## src/rtl/fft32_com_ctrl_pkg.sv

```systemverilog
// Shared constants and FSM encoding for the 32-point radix-2 MDC commutator control.
package fft32_pkg;

    localparam int unsigned NSTG      = 5;
    localparam int unsigned FRAME_LEN = 16;
    localparam int unsigned OUT_LAT   = 20;

    localparam int unsigned DLY_DEPTH [NSTG-1] = '{8, 4, 2, 1};

    // Stage k latency: delay-line depth of all earlier stages plus one butterfly register each.
    function automatic int unsigned stage_lat(input int unsigned k);
        int unsigned s;
        s = k;
        for (int unsigned i = 0; i < NSTG - 1; i++) begin
            if (i < k) s += DLY_DEPTH[i];
        end
        return s;
    endfunction

    localparam int unsigned LAT [NSTG] = '{stage_lat(0), stage_lat(1), stage_lat(2),
                                           stage_lat(3), stage_lat(4)};

    localparam logic [1:0] ST_IDLE  = 2'd0;
    localparam logic [1:0] ST_RUN   = 2'd1;
    localparam logic [1:0] ST_DRAIN = 2'd2;

    typedef enum logic [1:0] {
        IDLE  = ST_IDLE,
        RUN   = ST_RUN,
        DRAIN = ST_DRAIN
    } state_t;

endpackage

```

## src/rtl/fft32_com_ctrl_if.sv

```systemverilog
// Control/status bundle between the sample source and the commutator controller.
interface fft32_com_ctrl_if;

    logic       in_valid;
    logic [4:0] state_com_mode;
    logic [6:0] com_mask;
    logic [3:0] tw_idx;
    logic       out_valid;
    logic       frame_done;
    logic       busy;
    logic       err;

    modport master (
        output in_valid,
        input  state_com_mode, com_mask, tw_idx, out_valid, frame_done, busy, err
    );

    modport slave (
        input  in_valid,
        output state_com_mode, com_mask, tw_idx, out_valid, frame_done, busy, err
    );

endinterface

```

## src/rtl/fft32_com_ctrl_stage_tap.sv

```systemverilog
// Per-stage valid delay line of depth LAT and the stage-local mod-16 sample counter.
module fft_stage_tap #(
    parameter int unsigned LAT = 0
) (
    input  logic       clk,
    input  logic       rst_n,
    input  logic       vin,
    output logic       vout,
    output logic [3:0] cnt
);

    if (LAT == 0) begin : g_direct
        assign vout = vin;
    end else begin : g_line
        logic [LAT-1:0] sr;

        always_ff @(posedge clk or negedge rst_n) begin
            if (!rst_n) begin
                sr <= '0;
            end else begin
                sr[0] <= vin;
                for (int unsigned i = 1; i < LAT; i++) begin
                    sr[i] <= sr[i-1];
                end
            end
        end

        assign vout = sr[LAT-1];
    end

    always_ff @(posedge clk or negedge rst_n) begin
        if (!rst_n) begin
            cnt <= '0;
        end else if (vout) begin
            cnt <= cnt + 4'd1;
        end
    end

endmodule

```

## src/rtl/fft32_com_ctrl.sv

```systemverilog
// Frame FSM, error/busy/frame_done tracking and registered commutator controls for the
// 32-point MDC pipeline; per-stage timing lives in fft_stage_tap.
module fft32_com_ctrl
    import fft32_pkg::*;
#(
    parameter int unsigned WIDTH = 9,
    parameter int unsigned NSTG  = 5
) (
    input logic             clk,
    input logic             rst_n,
    fft32_com_ctrl_if.slave bus
);

    // A mis-parameterised instance never accepts samples.
    localparam bit CFG_OK = (NSTG == fft32_pkg::NSTG) && (WIDTH > 0);
    localparam int unsigned FLT_W = $clog2(OUT_LAT + 1);

    state_t             state;
    logic               rdy;
    logic               acc;
    logic [3:0]         cnt0;
    logic [FLT_W-1:0]   inflight;
    logic               err_q;
    logic [NSTG-1:0]    vld;
    logic [3:0]         cnt [NSTG];
    logic [NSTG-1:0]    scm_q;
    logic [3:0]         cm_q;
    logic [3:0]         tw_q;
    logic [3:0]         idx4_q;
    logic               ov_q;
    logic               fd_q;

    // Reset release takes one edge to reach rdy, so the second edge is the first honoured.
    always_ff @(posedge clk or negedge rst_n) begin
        if (!rst_n) rdy <= 1'b0;
        else        rdy <= 1'b1;
    end

    assign acc = bus.in_valid & rdy & CFG_OK;

    for (genvar k = 0; k < NSTG; k++) begin : g_stage
        fft_stage_tap #(.LAT(LAT[k])) u_tap (
            .clk  (clk),
            .rst_n(rst_n),
            .vin  (acc),
            .vout (vld[k]),
            .cnt  (cnt[k])
        );
    end

    always_ff @(posedge clk or negedge rst_n) begin
        if (!rst_n) begin
            state <= IDLE;
            cnt0  <= '0;
            err_q <= 1'b0;
        end else begin
            case (state)
                IDLE: begin
                    if (acc) begin
                        state <= RUN;
                        cnt0  <= 4'd1;
                    end
                end
                RUN: begin
                    if (acc) begin
                        cnt0 <= cnt0 + 4'd1;
                        if (cnt0 == 4'(FRAME_LEN - 1)) state <= DRAIN;
                    end else begin
                        err_q <= 1'b1;
                        state <= DRAIN;
                    end
                end
                DRAIN: begin
                    if (acc) begin
                        state <= RUN;
                        cnt0  <= 4'd1;
                    end else if (inflight == '0) begin
                        state <= IDLE;
                    end
                end
                default: state <= IDLE;
            endcase
        end
    end

    // A sample leaves the in-flight count on the edge that loads it into out_valid.
    always_ff @(posedge clk or negedge rst_n) begin
        if (!rst_n) begin
            inflight <= '0;
            scm_q    <= '0;
            cm_q     <= '0;
            tw_q     <= '0;
            idx4_q   <= '0;
            ov_q     <= 1'b0;
            fd_q     <= 1'b0;
        end else begin
            case ({acc, scm_q[NSTG-1]})
                2'b10:   inflight <= inflight + 1'b1;
                2'b01:   inflight <= inflight - 1'b1;
                default: inflight <= inflight;
            endcase
            scm_q  <= vld;
            cm_q   <= {cnt[3][0], cnt[2][1], cnt[1][2], cnt[0][3]};
            tw_q   <= cnt[0];
            idx4_q <= cnt[NSTG-1];
            ov_q   <= scm_q[NSTG-1];
            fd_q   <= scm_q[NSTG-1] && (idx4_q == 4'(FRAME_LEN - 1));
        end
    end

    assign bus.state_com_mode = scm_q;
    assign bus.com_mask       = {3'b000, cm_q};
    assign bus.tw_idx         = tw_q;
    assign bus.out_valid      = ov_q;
    assign bus.frame_done     = fd_q;
    assign bus.err            = err_q;
    assign bus.busy           = (state != IDLE) | (|scm_q) | (inflight != '0) | ov_q;

endmodule

```

## src/flat_wrapper.sv

```systemverilog
// flat-port wrapper written by rule: the top's interface ports become plain ports
module fft32_com_ctrl_flat import fft32_pkg::*;
#(
    parameter int unsigned WIDTH = 9,
    parameter int unsigned NSTG  = 5
)
  (clk, rst_n, bus_in_valid, bus_state_com_mode, bus_com_mask, bus_tw_idx, bus_out_valid, bus_frame_done, bus_busy, bus_err);
  fft32_com_ctrl_if bus_i ();
  input logic clk;
  input logic rst_n;
  input wire logic [$bits(bus_i.in_valid)-1:0] bus_in_valid;
  output wire logic [$bits(bus_i.state_com_mode)-1:0] bus_state_com_mode;
  output wire logic [$bits(bus_i.com_mask)-1:0] bus_com_mask;
  output wire logic [$bits(bus_i.tw_idx)-1:0] bus_tw_idx;
  output wire logic [$bits(bus_i.out_valid)-1:0] bus_out_valid;
  output wire logic [$bits(bus_i.frame_done)-1:0] bus_frame_done;
  output wire logic [$bits(bus_i.busy)-1:0] bus_busy;
  output wire logic [$bits(bus_i.err)-1:0] bus_err;
  assign bus_i.in_valid = bus_in_valid;
  assign bus_state_com_mode = bus_i.state_com_mode;
  assign bus_com_mask = bus_i.com_mask;
  assign bus_tw_idx = bus_i.tw_idx;
  assign bus_out_valid = bus_i.out_valid;
  assign bus_frame_done = bus_i.frame_done;
  assign bus_busy = bus_i.busy;
  assign bus_err = bus_i.err;
  fft32_com_ctrl #(.WIDTH(WIDTH), .NSTG(NSTG)) u_core (.clk(clk), .rst_n(rst_n), .bus(bus_i));
endmodule
```

## config.mk

```make
export PLATFORM = sky130hd
export DESIGN_NAME = fft32_com_ctrl_flat
export DESIGN_NICKNAME = d
export VERILOG_FILES = /design/src/rtl/fft32_com_ctrl_pkg.sv /design/src/rtl/fft32_com_ctrl_if.sv /design/src/rtl/fft32_com_ctrl_stage_tap.sv /design/src/rtl/fft32_com_ctrl.sv /design/src/flat_wrapper.sv
export SDC_FILE = /design/constraint.sdc
export NUM_CORES = 1
export LEC_CHECK = 0
export CAP_MARGIN = 15
export CORE_UTILIZATION = 60
export CTS_CLUSTER_SIZE = 30
export DETAILED_ROUTE_END_ITERATION = 8
export PLACE_DENSITY = 0.86
export SETUP_SLACK_MARGIN = 0.1
export SLEW_MARGIN = 20
export SYNTH_ARGS = -nofsm -noshare
export SYNTH_HDL_FRONTEND = slang
export SYNTH_HIERARCHICAL = 1
export SYNTH_SLANG_ARGS = --single-unit
```

## constraint.sdc

```tcl
create_clock -name clk -period 6.9 [get_ports clk]
set_input_delay 1.035 -clock clk [delete_from_list [all_inputs] [get_ports clk]]
set_output_delay 1.035 -clock clk [all_outputs]
set_load 0.1 [all_outputs]
```

# After elaboration in Yosys (flattened, before gate mapping)
# Cells that the tools add are included.
[word_totals]
regBits = 111
latchBits = 0
ram_bits = 0
mem_bits_ro = 0
wordCells = 66
mem_count = 0
[classes]
add_sub_neg = 8
mul = 0
div = 0
n_lt_le_gt_ge = 0
eq_ne = 11
shifts = 0
n_mux = 10
bitwise_logic = 5
n_reduce_logical = 12
[op_table]
columns = ["cell", "n"]
rows = [
  ["adder 4 x 1 -> 4 bit, second input constant", 6],
  ["2-to-1 mux 2 bit", 5],
  ["case mux 5 bit (2 select lines)", 1],
  ["equality test 4 bit, second input constant", 2],
  ["2-to-1 mux 4 bit", 2],
  ["case mux 4 bit (2 select lines)", 1],
  ["inequality test 2 x 1 -> 1 bit, second input constant", 3],
  ["case mux 2 bit (3 select lines)", 1],
  ["AND reduction 3 bit", 2],
  ["nonzero test 2 bit", 3],
  ["adder 5 x 1 -> 5 bit, second input constant", 1],
  ["zero test 5 bit", 1],
  ["nonzero test 5 bit", 1],
  ["OR reduction 5 bit", 1],
  ["subtractor 5 x 1 -> 5 bit, second input constant", 1],
  ["equality test 2 x 1 -> 1 bit, second input constant", 2],
  ["equality test 2 bit, second input constant", 2],
  ["inequality test 3 x 1 -> 1 bit, second input constant", 1],
  ["inequality test 3 bit, second input constant", 1],
  ["OR 1 bit", 3],
  ["zero test 2 bit", 1],
  ["AND reduction 2 bit", 1],
  ["OR reduction 2 bit", 1],
  ["bitwise AND 1 bit", 1],
  ["other kinds (2)", 2],
]

# Logic depth before layout (Yosys ltp)
# Gate-level depths: netlist of run 1.
[logic_depth]
ltp_word = 4
mapped_depth = 10
mapped_depth_nobuf = 8

# By module
# The synthesis of run 1 kept the hierarchy.
[modules_own_cells]
columns = ["mod", "instances", "cells_each", "area_per_inst_um2"]
rows = [
  ["fft32_com_ctrl", 1, 107, 1282.5],
  ["fft_stage_tap at u_core.g_stage[4].u_tap", 1, 30, 635.6],
  ["fft_stage_tap at u_core.g_stage[3].u_tap", 1, 28, 585.6],
  ["fft_stage_tap at u_core.g_stage[2].u_tap", 1, 25, 510.5],
  ["fft_stage_tap at u_core.g_stage[1].u_tap", 1, 20, 385.4],
  ["fft_stage_tap at u_core.g_stage[0].u_tap", 1, 12, 167.7],
]

# Worst setup path before layout of run 1
# No wires, ideal clock.
[synth_timing]
path_kind = "input to register"
start = "input bus_in_valid"
end = "register u_core.inflight[4]"
arrival_ns = 3.268
required_ns = 6.796
slack_ns = 3.528
path_stages = 10
cell_sequence = "nand2_1 -> buf_1 -> ha_1 -> clkbuf_1 -> xor2_1 -> ha_1 -> a31oi_4 -> o211a_1 -> or4_1 -> o311ai_1"
[synth_between]
elab_chain_cells = 3
[synth_rtl]
columns = ["item", "line_no", "source"]
rows = [
  ["start, declared", "flat_wrapper.sv:11", "input wire logic [$bits(bus_i.in_valid)-1:0] bus_in_valid;"],
  ["bitwise AND 1 bit (*)", "fft32_com_ctrl.sv:39", "assign acc = bus.in_valid & rdy & CFG_OK;"],
  ["equality test 2 x 1 -> 1 bit or equality test 2 bit (tied branches)", "fft32_com_ctrl.sv:97", "case ({acc, scm_q[NSTG-1]})"],
  ["case mux 5 bit (2 select lines) or nonzero test 2 bit (tied branches)", "--", ""],
  ["end signal, assigned", "fft32_com_ctrl.sv:98", "2'b10: inflight <= inflight + 1'b1;"],
  ["end signal, assigned", "fft32_com_ctrl.sv:99", "2'b01: inflight <= inflight - 1'b1;"],
  ["end signal, assigned", "fft32_com_ctrl.sv:100", "default: inflight <= inflight;"],
  ["end, declared", "fft32_com_ctrl.sv:22", "logic [FLT_W-1:0] inflight;"],
]
# Every way passes the cells marked *; elsewhere a longest branch is shown, timed or not.
# A chain may end at the register's enable or synchronous reset.

# Worst setup path in the final report of run 1
[layout_timing]
start = "register u_core.inflight[2]"
end = "output bus_busy"
[layout_between]
elab_chain_cells = 3
[layout_rtl]
columns = ["item", "line_no", "source"]
rows = [
  ["nonzero test 5 bit", "fft32_com_ctrl.sv:117", "assign bus.busy = (state != IDLE) | (|scm_q) | (inflight != '0) | ov_q;"],
  ["OR 1 bit (2 in series)", "fft32_com_ctrl.sv:117", ""],
  ["end, declared", "flat_wrapper.sv:17", "output wire logic [$bits(bus_i.busy)-1:0] bus_busy;"],
]
# No other way between the ends.

==> results of run 1 <==
-- routing by layer --
layer,up-vias,GRT usage [%]
li1,729,-
met5,-,0
met3,6,7.665
met1,821,23.98
met2,31,30.27
met4,0,4.615
-- sequential cells by signal, summed over array words and instances (netlist names) --
name,cells
u_core/bus.out_valid,1
u_core/cm_q,4
u_core/state,2
u_core/bus.state_com_mode,5
u_core/rdy,1
u_core/bus.frame_done,1
u_core/bus.err,1
u_core/g_stage.u_tap/cnt,14
u_core/g_stage.u_tap/g_line.sr,59
u_core/idx4_q,4
u_core/cnt0,4
u_core/bus.tw_idx,3
u_core/inflight,5
-- through the flow --
stage / power [mW] / util [%]
3_3_place_gp: 1.220 / 68.49
5_1_grt: 1.712 / 72.69
6_report: 1.628 / 72.69
4_1_cts: 1.647 / 72.69
3_5_place_dp: 1.243 / 68.49
2_1_floorplan: 1.135 / -
-- layout by cell type, fill, tap and decap left out, types with 5 or more instances in the layout --
cell and n:
dfrtp_1 104, clkdlybuf4s50_1 18, nand2_1 11, clkbuf_8 10, xor2_1 8, xnor2_1 8, ha_1 8, o21ai_1 5
-- cell type report --
| cell class | count | area [sq um] |
|---|---|---|
| sequential | 104 | 2603 |
| fill | 343 | 1421 |
| multi-input combinational | 91 | 668.1 |
| timing repair buffer | 20 | 195.2 |
| clock buffer | 11 | 141.4 |
| tap | 70 | 87.58 |
| clock inverter | 4 | 77.57 |
| inverter | 3 | 11.26 |
-- final timing paths --
path,from,to,cells after the start
max,u_core/inflight[2],bus_busy,4
min,u_core/g_stage[2].u_tap/g_line.sr[12],u_core/g_stage[2].u_tap/g_line.sr[13],0
max reg2reg,u_core/rdy,u_core/inflight[4],8
min reg2reg,u_core/g_stage[2].u_tap/g_line.sr[12],u_core/g_stage[2].u_tap/g_line.sr[13],0
max in group asynchronous,rst_n,u_core/g_stage[2].u_tap/g_line.sr[8],2
min in group asynchronous,rst_n,u_core/idx4_q[3],1
-- power by group through the flow --
| stage | Clock, mW | Combinational (mW) | Sequential (mW) |
|---|---|---|---|
| finish | 0.400 | 0.420 | 0.808 |
| global route | 0.439 | 0.449 | 0.825 |
| CTS | 0.413 | 0.424 | 0.810 |
| detailed placement | 0 | 0.423 | 0.819 |
| global placement | 0 | 0.409 | 0.811 |
| floorplan | 0 | 0.168 | 0.967 |
==> impl_metrics.tcl, run 1 <==
set metrics [dict create \
    tightest_slew_ns 0.9734 \
    cts_num_sinks 104 \
    hold_viol_final 0 \
    placed_cell_area_sq_um 3565 \
    wl_met1_um 2018 \
    setup.worst_path.class "reg2out" \
    first_iter_violations 107 \
    cp_max_fo 5 \
    die_y_um 76.42 \
    cpPeakStageDelay_ns 1.00 \
    drt_wl_total_um 4566 \
    slew_viol_final 0 \
    clkLatencyLatePin_ns 0.35 \
    die-area_sq_um 5840 \
    crit_slowest_cell "clkdlybuf4s50_1" \
    areaGrowthSynthToFinish_pct 13.86 \
    start_util_pct 63.85 \
    maxSlewHeadroom_pct 34.90 \
    skew_ns 0.008110 \
    fmax_mhz 275.3 \
    io_buffers 19 \
    crit_arrival_ns 2.60 \
    yosys_warnings 6 \
    p_clk_share_pct 24.6 \
    netSwitchingFraction_pct 34.57 \
    diodes 0 \
    finalInstanceArea_sq_um 3784 \
    status "finished clean" \
    met3_length_um 173 \
    p_per_area_nw_per_um2 430.3 \
    grt_max_degree 78 \
    synth_area_sq_um 3323 \
    grt_usage_pct 18.79 \
    dp_hpwl_um 2935 \
    min_period_ns 3.632 \
    clockBufferDepth 2 \
    cts_tree "yes" \
    post-route-period-util_pct 52.64 \
    pwr-share-comb_pct 25.8 \
    pwr-share-seq_pct 49.6 \
    die_w_um 76.42 \
    fin_cells 303 \
    drive_gt1_share_pct 9.871 \
    rrSetupSlack_ns 4.24 \
    rsz0062_at_grt "no" \
    root_buffer "clkbuf_8" \
    drc 0 \
    cts_setup_buffers 0 \
    ctsResizeCount 0 \
    cpLargestDelayFamily "buffers and inverters" \
    grt-ovfl-total 0 \
    holdWs_ns 0.3506 \
    setup_ws_ns 3.268 \
    dpl.cell_count 288 \
    netSwitchingPower_mw 0.5628 \
    antenna_found_initial 0 \
    dp_slack_ns 3.165 \
    start_kind "register" \
    netlist_instances 204 \
    first_pass_iters 4 \
    peakVddDrop_uv 285.3 \
    worstPathRequired_ns 5.86 \
    fp.coreArea_sq_um 5205 \
    grt_pass1_vias 1685 \
    maxUsedRoutingLayer "met4" \
    cap_violations 0 \
    drt-vias-per-instance 5.238 \
    rows 26 \
    grt_first_pass_wirelength_um 8121 \
    tns_ns 0 \
    path_buf_inv 1 \
    layout.nets 240 \
    ctsHtreeMaxLevel 3 \
    wl_per_cell_um 15.07 \
    gp_congestion 0.7758 \
    ant_nets 0 \
    endpoint_kind "output port" \
    cts_inserted_buffers 9 \
    clkTransAtPathRegs_ns 0.08 \
    hold_class "reg2reg" \
    syn_avg_cell_area_sq_um 16.29 \
    path_cells "nor2_1, nor4b_1, nand3_1, clkdlybuf4s50_1" \
    num_vias 1587 \
    io_pins 23 \
    p_leak_nw 1.764 \
    postCtsHoldBufs 0 \
    p_int_mw 1.065 \
    finalSetupViolCount 0 \
    met2_length_um 2324 \
]
Power figures use the tool's default switching activity.
==> run 2: changes to the inputs <==
Settings changed: CORE_UTILIZATION 60 to 59, PLACE_DENSITY 0.86 to 0.85.
Clock period 6.9 ns to 3.6 ns, I/O delays scaled along.
==> impl_metrics.tcl, run 2 (synthesis results as in run 1) <==
set metrics [dict create \
    post-route-period-util_pct 84.70 \
    pwr-share-comb_pct 26.9 \
    hold_viol_final 0 \
    placed_cell_area_sq_um 3580 \
    grt_use_met3_pct 6.548 \
    skew_ns 0.007411 \
    layout.nets 243 \
    diodes 0 \
    dp_hpwl_um 2880 \
    grt_busiest_layer "met2" \
    grt_first_pass_wirelength_um 8010 \
    multiInputGateArea_sq_um 668.1 \
    ctsResizeCount 0 \
    rrSetupSlack_ns 1.11 \
    fp.coreArea_sq_um 5270 \
    p_leak_nw 1.770 \
    cts_num_sinks 104 \
    first_pass_iters 4 \
    ctsHtreeMaxLevel 3 \
    start_util_pct 63.06 \
    power_mw 3.021 \
    finalInstanceArea_sq_um 3792 \
    rows 26 \
    p_clk_share_pct 21.9 \
    maxSlewHeadroom_pct 35.17 \
    io_pins 23 \
    status "finished clean" \
    slew_viol_final 0 \
    drive_gt1_share_pct 11.81 \
    cp_max_fo 6 \
    reg2reg_from "u_core/bus.state_com_mode[4]" \
    endpoint_kind "output port" \
    hold_class "in2async" \
    netSwitchingPower_mw 1.118 \
    largest_register_ffs 59 \
    grt_util_met2_pct 27.41 \
    ff2ff_path_depth 7 \
    antenna_found_initial 0 \
    top_regs "u_core/g_stage.u_tap/g_line.sr: 59 flops, u_core/g_stage.u_tap/cnt: 14 flops" \
    grt_pass1_vias 1675 \
    fmax_mhz 328.0 \
    drt_wl_total_um 4589 \
    min_period_ns 3.049 \
    tns_ns 0 \
    drt-vias-per-instance 5.231 \
    grt_max_degree 85 \
    num_vias 1606 \
    start_kind "register" \
    grt_util_met1_pct 24.72 \
    utilization_pct 71.96 \
    gp_congestion 0.7409 \
    seq_area_sq_um 2603 \
    crit_end "bus_busy" \
    r2r-end "u_core/inflight[4]" \
    dp_slack_ns 0.7153 \
    crit_arrival_ns 2.51 \
    setup.worst_path.class "reg2out" \
    peakVddDrop_uv 661.8 \
    postCtsHoldBufs 0 \
    p_per_area_nw_per_um2 796.5 \
    finalSetupViolCount 0 \
    pwr-share-seq_pct 51.2 \
    die-area_sq_um 5937 \
    cts_setup_buffers 0 \
    cts_tree "yes" \
    first_iter_violations 70 \
    grt_usage_pct 18.33 \
    ant_nets 0 \
    io_buffers 19 \
    cap_violations 0 \
    worstPathRequired_ns 3.06 \
    final_common_cell "dfrtp_1" \
    fillers 361 \
    p_int_mw 1.903 \
    die_w_um 77.05 \
    grt-ovfl-total 0 \
    tightest_slew_ns 0.9694 \
    cts_inserted_buffers 9 \
    crit_start "u_core/inflight[1]" \
    netSwitchingFraction_pct 37.01 \
    top_register "u_core/g_stage.u_tap/g_line.sr" \
    die_y_um 77.05 \
    clkLatencyLatePin_ns 0.35 \
    clockBufferDepth 2 \
    root_buffer "clkbuf_8" \
    clkTransAtPathRegs_ns 0.10 \
    wl_per_cell_um 14.95 \
    areaGrowthSynthToFinish_pct 14.12 \
    final_cell_mix "104 x dfrtp_1, 18 x clkdlybuf4s50_1, 11 x nand2_1" \
    rsz0062_at_grt "no" \
    drc 0 \
    setup_ws_ns 0.5509 \
]
## run 2: worst max-delay path: stages (launching register included)
cell and delay [ns]:
dfrtp_1 0.48, nor2_1 0.14, nor4b_1 0.42, nand3_1 0.12, clkdlybuf4s50_1 0.99
## run 2: power by group through the flow
stage	Clock (mW)	Combinational (mW)	Sequential, mW
after floorplan	0	0.321	1.85
after global placement	0	0.786	1.55
after detailed placement	0	0.815	1.57
after CTS	0.689	0.817	1.55
after global routing	0.739	0.868	1.58
final	0.661	0.813	1.55
## run 2: area by class of cell
cell class                      instances  area share, %
Tap cell                               70          2.309
Timing Repair Buffer                   23          6.269
Multi-Input combinational cell         91          17.62
Clock buffer                            9          3.266
Inverter                                3         0.2969
Clock inverter                          7          1.617
Sequential cell                       104          68.62
## run 2: how the worst min path moves through the flow
stage                                          from                              endpoint  slack, ns  depth (start not counted)
4_1_cts                                       rst_n        u_core/g_stage[3].u_tap/cnt[0]       0.36                          1
6_report                                      rst_n                      u_core/idx4_q[3]        0.1                          1
5_1_grt                                       rst_n                        u_core/cm_q[3]       0.09                          1
3_3_place_gp   u_core/g_stage[1].u_tap/g_line.sr[7]  u_core/g_stage[1].u_tap/g_line.sr[8]       0.33                          0
3_5_place_dp   u_core/g_stage[2].u_tap/g_line.sr[0]  u_core/g_stage[2].u_tap/g_line.sr[1]       0.34                          0
2_1_floorplan                                 rst_n                        u_core/bus.err       0.24                          0
## run 2: through the flow
stage | hold WS (ns) | cells
floorplan | 0.2444 | 206
global placement | 0.3337 | 290
detailed placement | 0.3355 | 290
CTS | 0.3597 | 306
global route | 0.09100 | 307
finish | 0.09774 | 307
## run 2: per-layer routing
| metal | vias to the layer above | routed length, um | part of all wire [%] |
|---|---|---|---|
| li1 | 742 | - | - |
| met4 | 0 | 53 | 1.2 |
| met1 | 829 | 2115 | 46 |
| met5 | - | 0 | 0 |
| met3 | 7 | 160 | 3.5 |
| met2 | 28 | 2260 | 49 |
==> run 3: changes to the inputs <==
Clock period 3.6 ns to 2.85 ns, I/O delays scaled along.
==> impl_metrics.tcl, run 3 (synthesis results as in run 1) <==
set metrics [dict create \
    status "finished clean" \
    fin_cells 305 \
    tightest_slew_ns 0.6851 \
    endpoint_kind "output port" \
    ctsResizeCount 0 \
    drt-vias-per-instance 5.141 \
    io_pins 23 \
    root_buffer "clkbuf_8" \
    start_kind "register" \
    io_buffers 19 \
    die_y_um 77.05 \
    top_regs "u_core/g_stage.u_tap/g_line.sr: 59 flops, u_core/g_stage.u_tap/cnt: 14 flops" \
    peakVddDrop_uv 685.2 \
    drive_gt1_share_pct 18.30 \
    final_cell_mix "103 x dfrtp_1, 20 x buf_4, 11 x nand2_1" \
    worstPathRequired_ns 2.42 \
    ant_nets 0 \
    post-route-period-util_pct 81.46 \
    crit_end "bus_busy" \
    crit_start "u_core/inflight[1]" \
    maxSlewHeadroom_pct 54.32 \
    slew_viol_final 0 \
    tns_ns 0 \
    rows 26 \
    first_pass_iters 4 \
    r2r-end "u_core/inflight[4]" \
    reg2reg_from "u_core/bus.state_com_mode[4]" \
    first_iter_violations 58 \
    final_common_cell "dfrtp_1" \
    skew_ns 0.007619 \
    crit_arrival_ns 1.89 \
    areaGrowthSynthToFinish_pct 12.61 \
    finalSetupViolCount 0 \
    grt-ovfl-total 0 \
    cp_max_fo 6 \
    clkLatencyLatePin_ns 0.35 \
    setup.worst_path.class "reg2out" \
    hold_class "in2async" \
    clockBufferDepth 2 \
    diodes 0 \
    grt_max_degree 59 \
    drc 0 \
    cap_violations 0 \
    rsz0062_at_grt "no" \
    num_vias 1568 \
    start_util_pct 63.06 \
    die-area_sq_um 5937 \
    grt_busiest_layer "met2" \
    cts_setup_buffers 0 \
    postCtsHoldBufs 0 \
    grt_first_pass_wirelength_um 7810 \
    grt_usage_pct 17.98 \
    ff2ff_path_depth 7 \
    grt_util_met1_pct 23.22 \
    drt_wl_total_um 4416 \
    rrSetupSlack_ns 0.72 \
    wl_per_cell_um 14.48 \
    p_leak_nw 1.779 \
    dpl.cell_count 290 \
    largest_register_ffs 59 \
    fp.coreArea_sq_um 5270 \
    hold_viol_final 0 \
    p_per_area_nw_per_um2 1024 \
    cts_num_sinks 104 \
    grt_use_met3_pct 6.905 \
    ctsHtreeMaxLevel 3 \
    min_period_ns 2.322 \
    dp_hpwl_um 2834 \
    top_register "u_core/g_stage.u_tap/g_line.sr" \
    grt_util_met2_pct 27.95 \
    clkTransAtPathRegs_ns 0.09 \
    gp_congestion 0.7206 \
    die_w_um 77.05 \
    grt_pass1_vias 1655 \
    cts_tree "yes" \
    layout.nets 242 \
    fmax_mhz 430.7 \
    antenna_found_initial 0 \
    cts_inserted_buffers 9 \
]
run 3: area by class of cell:
| class | count | area, sq um |
|---|---|---|
| clock buffers | 10 | 127.6 |
| fillers | 337 | 1528 |
| well taps | 70 | 87.58 |
| multi-input cells | 91 | 668.1 |
| clock inverters | 5 | 63.81 |
| flip-flops and latches | 104 | 2604 |
| repair buffers | 22 | 180.2 |
| inverters | 3 | 11.26 |
run 3: how the worst min path moves through the flow:
stage	start	end	slack, ns	cells past startpoint
6_report	rst_n	u_core/idx4_q[3]	0.12	1
5_1_grt	rst_n	u_core/cm_q[3]	0.16	1
4_1_cts	rst_n	u_core/cm_q[3]	0.13	1
3_5_place_dp	u_core/g_stage[4].u_tap/g_line.sr[11]	u_core/g_stage[4].u_tap/g_line.sr[12]	0.34	0
3_3_place_gp	u_core/g_stage[1].u_tap/g_line.sr[0]	u_core/g_stage[1].u_tap/g_line.sr[1]	0.33	0
2_1_floorplan	rst_n	u_core/bus.err	0.13	0
run 3: per-layer routing:
metal	up-vias	part of all wire [%]
li1	737	-
met1	793	46
met2	34	48
met3	4	4.9
met4	0	0.95
met5	-	0
run 3: critical path: stages, from the launching register on:
cell	delay (ns)
dfrtp_1	0.47
nor2_1	0.15
nor4b_1	0.52
nand3_1	0.13
buf_4	0.27
run 3: report_power, final:
group	internal (mW)	switching, mW	total (mW)	leakage, nW
Sequential	1.75	0.207	1.96	1.30
Combinational	0.294	0.712	1.01	0.382
Clock	0.411	0.460	0.871	0.0938
Total	2.45	1.38	3.83	1.78
run 3: metrics by stage:
stage               worst slack [ns]  total power [mW]  hold slack, ns  utilization [%]  instance area [sq um]
finish                        0.5283             3.834          0.1189            71.01                   3742
global placement              0.3536             2.946          0.3327            67.38                   3551
CTS                           0.5318             3.875          0.1291            71.01                   3742
detailed placement            0.2746             2.999          0.3362            67.38                   3551
global route                  0.3302             4.036          0.1630            71.01                   3742
floorplan                     0.1079             2.748          0.1319                -                   3332
